--- config.mk ---
export PLATFORM = sky130hd
export DESIGN_NAME = controlador_atributos_n
export DESIGN_NICKNAME = d
export VERILOG_FILES = /design/src/rtl/pet_pkg.sv /design/src/rtl/canal_atributo.sv /design/src/rtl/controlador_atributos_n.sv
export SDC_FILE = /design/constraint.sdc
export NUM_CORES = 1
export LEC_CHECK = 0
export CAP_MARGIN = 20
export CORE_ASPECT_RATIO = 0.5
export CORE_UTILIZATION = 63
export CTS_BUF_LIST = sky130_fd_sc_hd__clkbuf_4 sky130_fd_sc_hd__clkbuf_8 sky130_fd_sc_hd__clkbuf_16
export DETAILED_ROUTE_END_ITERATION = 10
export PLACE_DENSITY = 0.92
export SETUP_SLACK_MARGIN = 0.3
export SKIP_LAST_GASP = 1
export SLEW_MARGIN = 20
export SYNTH_ARGS = -nofsm -noshare
export SYNTH_HDL_FRONTEND = slang
export SYNTH_SLANG_ARGS = --single-unit
--- constraint.sdc ---
create_clock -name clk -period 8 [get_ports clk]
set_input_delay 1.2 -clock clk [delete_from_list [all_inputs] [get_ports clk]]
set_output_delay 1.2 -clock clk [all_outputs]
set_load 0.01 [all_outputs]
--- src/rtl/pet_pkg.sv ---
// Shared constants and saturating arithmetic for the pet attribute controller.
// Attribute index names match the channels the state controller drives.
package pet_pkg;

   localparam int unsigned DEF_INIT_VAL = 32'd128;
   localparam int unsigned DEF_ACT_STEP = 32'd16;
   localparam int unsigned DEF_LIMIAR   = 32'd32;
   localparam int unsigned DEF_TICK_DIV = 32'd50_000_000;

   localparam int ATR_FOME       = 32'd0;
   localparam int ATR_FELICIDADE = 32'd1;
   localparam int ATR_SONO       = 32'd2;

   // Subtraction clamped at zero; operands are wider than any attribute so nothing wraps.
   function automatic int unsigned sat_sub(input int unsigned v, input int unsigned s);
      int unsigned r;
      if (v > s) begin
         r = v - s;
      end else begin
         r = 32'd0;
      end
      return r;
   endfunction

   function automatic int unsigned sat_add(input int unsigned v, input int unsigned s,
                                           input int unsigned max_v);
      int unsigned r;
      if ((v + s) > max_v) begin
         r = max_v;
      end else begin
         r = v + s;
      end
      return r;
   endfunction

endpackage

--- src/rtl/canal_atributo.sv ---
// One attribute channel: value register with decay-then-action update and
// a registered low-level alert flag.
module canal_atributo
   import pet_pkg::*;
#(
   parameter int unsigned W          = 32'd8,
   parameter int unsigned INIT_VAL   = 32'd128,
   parameter int unsigned MAX_VAL    = 32'd255,
   parameter int unsigned DECAY_STEP = 32'd1,
   parameter int unsigned ACT_STEP   = 32'd16,
   parameter int unsigned LIMIAR     = 32'd32
) (
   input  logic         clk,
   input  logic         rst_n,
   input  logic         tick_i,
   input  logic         acao,
   input  logic         load_init,
   input  logic         freeze,
   output logic [W-1:0] value,
   output logic         is_zero,
   output logic         alerta
);

   localparam logic [W-1:0] INIT_W     = W'(INIT_VAL);
   localparam logic         ALERTA_INI = (INIT_VAL < LIMIAR);

   logic [W-1:0] value_r;
   logic         alerta_r;
   logic [W-1:0] decay_s;
   logic [W-1:0] next_s;
   logic         next_low_s;

   // Post-update value: decay first, then the action restore on top of it.
   always_comb begin
      decay_s    = value_r;
      next_s     = value_r;
      next_low_s = 1'b0;
      if (tick_i) begin
         decay_s = W'(sat_sub(32'(value_r), DECAY_STEP));
      end else begin
         decay_s = value_r;
      end
      if (acao) begin
         next_s = W'(sat_add(32'(decay_s), ACT_STEP, MAX_VAL));
      end else begin
         next_s = decay_s;
      end
      next_low_s = (32'(next_s) < LIMIAR);
   end

   // Value and alert registers; revive reloads, a dead pet freezes.
   always_ff @(posedge clk) begin
      if (!rst_n) begin
         value_r  <= INIT_W;
         alerta_r <= ALERTA_INI;
      end else if (load_init) begin
         value_r  <= INIT_W;
         alerta_r <= ALERTA_INI;
      end else if (freeze) begin
         value_r  <= value_r;
         alerta_r <= alerta_r;
      end else begin
         value_r  <= next_s;
         alerta_r <= next_low_s;
      end
   end

   assign value   = value_r;
   assign alerta  = alerta_r;
   assign is_zero = (next_s == {W{1'b0}});

endmodule

--- src/rtl/controlador_atributos_n.sv ---
// N-channel pet attribute controller: shared decay prescaler, grace-period
// death detector with revive, and packing of the channel values.
module controlador_atributos_n
   import pet_pkg::*;
#(
   parameter int unsigned N_ATR       = 32'd3,
   parameter int unsigned W           = 32'd8,
   parameter int unsigned INIT_VAL    = DEF_INIT_VAL,
   parameter int unsigned MAX_VAL     = 32'd255,
   parameter int unsigned DECAY_STEP  = 32'd1,
   parameter int unsigned ACT_STEP    = DEF_ACT_STEP,
   parameter int unsigned LIMIAR      = DEF_LIMIAR,
   parameter int unsigned TICK_DIV    = DEF_TICK_DIV,
   parameter int unsigned DEATH_TICKS = 32'd8
) (
   input  logic               clk,
   input  logic               rst_n,
   input  logic [N_ATR-1:0]   acao,
   input  logic               pausa,
   input  logic               reviver,
   output logic [N_ATR*W-1:0] valores,
   output logic [N_ATR-1:0]   alerta,
   output logic               tick,
   output logic               morreu
);

   localparam int unsigned CW = (TICK_DIV > 32'd1) ? $clog2(TICK_DIV) : 32'd1;
   localparam int unsigned ZW = $clog2(DEATH_TICKS + 32'd1);
   localparam logic [CW-1:0] CNT_MAX = CW'(TICK_DIV - 32'd1);
   localparam logic [ZW-1:0] ZC_MAX  = ZW'(DEATH_TICKS);

   logic [CW-1:0]    cnt_r;
   logic [ZW-1:0]    zc_r;
   logic [ZW-1:0]    zc_inc_s;
   logic             morreu_r;
   logic             tick_r;
   logic             tick_s;
   logic             load_init_s;
   logic             any_zero_s;
   logic [N_ATR-1:0] is_zero_s;

   assign tick_s      = (cnt_r == CNT_MAX) & ~pausa & ~morreu_r;
   assign load_init_s = reviver & morreu_r;
   assign any_zero_s  = |is_zero_s;
   assign zc_inc_s    = zc_r + ZW'(1);

   for (genvar i = 0; i < int'(N_ATR); i++) begin : g_canal
      canal_atributo #(
         .W          (W),
         .INIT_VAL   (INIT_VAL),
         .MAX_VAL    (MAX_VAL),
         .DECAY_STEP (DECAY_STEP),
         .ACT_STEP   (ACT_STEP),
         .LIMIAR     (LIMIAR)
      ) u_canal (
         .clk       (clk),
         .rst_n     (rst_n),
         .tick_i    (tick_s),
         .acao      (acao[i]),
         .load_init (load_init_s),
         .freeze    (morreu_r),
         .value     (valores[i*W +: W]),
         .is_zero   (is_zero_s[i]),
         .alerta    (alerta[i])
      );
   end

   // Prescaler, zero-run counter and death/revive state.
   always_ff @(posedge clk) begin
      if (!rst_n) begin
         cnt_r    <= {CW{1'b0}};
         zc_r     <= {ZW{1'b0}};
         morreu_r <= 1'b0;
         tick_r   <= 1'b0;
      end else if (load_init_s) begin
         cnt_r    <= {CW{1'b0}};
         zc_r     <= {ZW{1'b0}};
         morreu_r <= 1'b0;
         tick_r   <= 1'b0;
      end else if (morreu_r) begin
         cnt_r    <= {CW{1'b0}};
         tick_r   <= 1'b0;
      end else begin
         tick_r <= tick_s;
         if (pausa) begin
            cnt_r <= cnt_r;
         end else if (cnt_r == CNT_MAX) begin
            cnt_r <= {CW{1'b0}};
         end else begin
            cnt_r <= cnt_r + CW'(1);
         end
         // Death is judged on tick edges only, from the post-update values.
         if (tick_s) begin
            if (any_zero_s) begin
               zc_r <= zc_inc_s;
               if (zc_inc_s == ZC_MAX) begin
                  morreu_r <= 1'b1;
               end else begin
                  morreu_r <= 1'b0;
               end
            end else begin
               zc_r <= {ZW{1'b0}};
            end
         end else begin
            zc_r <= zc_r;
         end
      end
   end

   assign tick   = tick_r;
   assign morreu = morreu_r;

endmodule

==> flow_metrics.env <==
export IMPL_drt_iter0_drc=562
export IMPL_ant_nets=0
export IMPL_synth_fa_ha_area_share_pct=4.55
export IMPL_die_h_um=59.2
export IMPL_grt_max_degree=27
export IMPL_vias=4177
export IMPL_clock_latency_ns=0.34
export IMPL_drv_cap=0
export IMPL_ir_worst_vdd_uv=115
export IMPL_area_delta_synth_final_pct=16.3
export IMPL_critPathMaxStageDelay_ns=0.78
export IMPL_numCtsBuffers=9
export IMPL_relSlewSlack_pct=32.4
export IMPL_synth_edf_count=0
export IMPL_drt_wl_total_um=11000
export IMPL_overflow=0
export IMPL_dr_pass1_iters=5
export IMPL_path_class="input port to register"
export IMPL_finalCriticalPeriod_ns=5.14
export IMPL_finish_utilization_pct=77.6
export IMPL_synth_compound_area_share_pct=15.6
export IMPL_synth_top_family_by_area="simple AND/OR/NAND/NOR gates"
export IMPL_port_buffers=35
export IMPL_crit_required_ns=8.26
export IMPL_tightest_slew_ns=1.00
export IMPL_synth_seq_cells=59
export IMPL_startpoint_type="input port"
export IMPL_hpwl_um=7460
export IMPL_synthCells=544
export IMPL_die_area_um2=6890
export IMPL_core_area_um2=6180
export IMPL_holdBufCountCts=0
export IMPL_leakage_nw=1.74
export IMPL_status="finished clean"
export IMPL_grt_pass1_vias=3679
export IMPL_die_w_um=116
export IMPL_final_common_cell="nor2_1"
export IMPL_ioPinCount=36
export IMPL_drive_gt1_share_pct=7.39
export IMPL_syn_avg_cell_area_um2=7.58
export IMPL_final_cell_mix="nor2_1, dfxtp_1, a21oi_1"
export IMPL_wl_per_cell_um=16.8
export IMPL_antenna_found_initial=0
export IMPL_synthSimpleGateAreaFrac_pct=32.4
export IMPL_syn_area_um2=4120
export IMPL_async_flop_share_pct=0
export IMPL_finalSetupViolCount=0
export IMPL_synth_mux_area_share_pct=5.16
export IMPL_setup_ws_ns=2.86
export IMPL_yosys_warnings=0
export IMPL_ys_flop_type="dfxtp_1"
export IMPL_power_density_nw_per_um2=167
export IMPL_seq_area_frac_synth_pct=28.7
export IMPL_synth_nets=566
export IMPL_rsz0062_at_grt="false"
export IMPL_grt_pass1_wl_um=18000
export IMPL_vias_per_cell=6.37
export IMPL_track_usage_pct=34.4
export IMPL_clock_fmax_mhz=195
export IMPL_clockBufferDepth=2
export IMPL_yosys_area_share_xor_xnor_pct=8.71
export IMPL_cts_sinks=59
export IMPL_cp_max_fo=19
export IMPL_cts_setup_buffers=0
export IMPL_nets=585
export IMPL_h_tree_depth=3
export IMPL_worstPathArrival_ns=5.40
export IMPL_antenna_cells=0
export IMPL_period_share_pct=64.2
export IMPL_finClkSkew_ns=0.00828
export IMPL_drc=0
export IMPL_endpoint_kind="register"
export IMPL_slowest_stage="or4_4"
export IMPL_initial_core_util_pct=66.7
export IMPL_worstHoldPathType="register to register"
export IMPL_preCtsSetupSlack_ns=2.61
export IMPL_cts_tree="yes"
export IMPL_cts_root_buf="clkbuf_16"
export IMPL_gp_congestion=1.00
export IMPL_report_final_hold_viol_count=0
export IMPL_power_mw=0.802
export IMPL_tns_ns=0
export IMPL_crit_path_cell_trace="clkdlybuf4s50_1, and4b_1, nand3_1, or4_4, nor3b_1, mux2_2, ha_1, nand2_1, nor2_1, o21ai_0, or4b_1, a21oi_1, nor2_1, a21oi_1"
export IMPL_final_max_slew_violation_count=0
export IMPL_post_cts_resize_count=0
export IMPL_yosysUniqueCellTypes=58
export IMPL_clk_pin_slew_worst_paths_ns=0.05
export IMPL_rows=20
final cells by class:
class	instances	area [µm²]
clock buffer	12	267
clock inverter	4	47.5
fill	441	1390
inverter	17	63.8
multi-input combinational	436	2740
sequential	59	1180
tap	88	110
timing repair buffer	40	388
cells in the mapped netlist (5+ instances only):
master	count	area [µm²]
o21ai_0	21	105
and3_1	5	31.3
dfxtp_1	59	1180
nand2_1	39	146
mux2_2	10	113
nor4b_1	5	43.8
nand4_1	8	50.1
xor2_1	21	184
or3_1	8	50.1
nor4_1	12	75.1
ha_1	15	188
inv_1	17	63.8
nor3_1	20	100
mux2i_1	10	100
xnor2_1	20	175
nand3_1	27	135
clkbuf_1	26	97.6
or4_1	7	52.6
nor2_1	76	285
a21oi_1	52	260
a31oi_1	7	43.8
a211oi_1	5	37.5
nor2b_1	7	43.8
nand2b_1	8	50.1
per-stage QoR:
step                area [µm²]  cells  hold WS (ns)
finish                    4790    656         0.484
global route              4790    656         0.517
CTS                       4790    656         0.490
detailed placement        4480    640         0.478
global placement          4480    640         0.471
floorplan                 4120    544         0.454
cell families (layout without fill, tap and decap cells):
| logic type | count (synthesis) | count (layout) |
|---|---|---|
| simple gates | 253 | 253 |
| compound gates | 107 | 107 |
| flops | 59 | 59 |
| buf+inv | 49 | 73 |
| xor+xnor | 41 | 41 |
| mux | 20 | 20 |
| fa+ha+maj | 15 | 15 |
flip-flops by register name, summed over array words and instances (netlist names):
name,flops
cnt_r,26
g_canal.u_canal.value,24
zc_r,4
g_canal.u_canal.alerta,3
morreu,1
tick,1
per-layer routing:
metal | up-vias | global-route usage (%) | part of all wire [%]
met5 | - | 0 | 0
met4 | 0 | 13.0 | 2.5
met3 | 39 | 12.2 | 11
met2 | 236 | 52.6 | 43
met1 | 1919 | 44.8 | 43
li1 | 1983 | - | -
worst paths after layout:
check | startpoint | end | slack (ns) | cells after the start
setup / recovery | pausa | g_canal[1].u_canal.value[2] | 2.86 | 14
hold / removal | g_canal[2].u_canal.alerta | g_canal[2].u_canal.alerta | 0.48 | 2
setup reg to reg | cnt_r[7] | g_canal[1].u_canal.value[2] | 3.57 | 13
hold reg to reg | g_canal[2].u_canal.alerta | g_canal[2].u_canal.alerta | 0.48 | 2
where the power goes:
part,switching (mW),internal [mW],total (mW)
Sequential,0.0115,0.300,0.311
Clock,0.136,0.265,0.401
Combinational,0.0495,0.0404,0.0898
Total,0.197,0.605,0.802
critical path: cells and delay by family:
kind / cells / cell delay [ns]
buf+inv: 1 / 0.51
compound gates: 3 / 0.50
simple gates: 8 / 2.47
fa+ha+maj: 1 / 0.31
mux: 1 / 0.40
(Power assumes the default switching activity.)
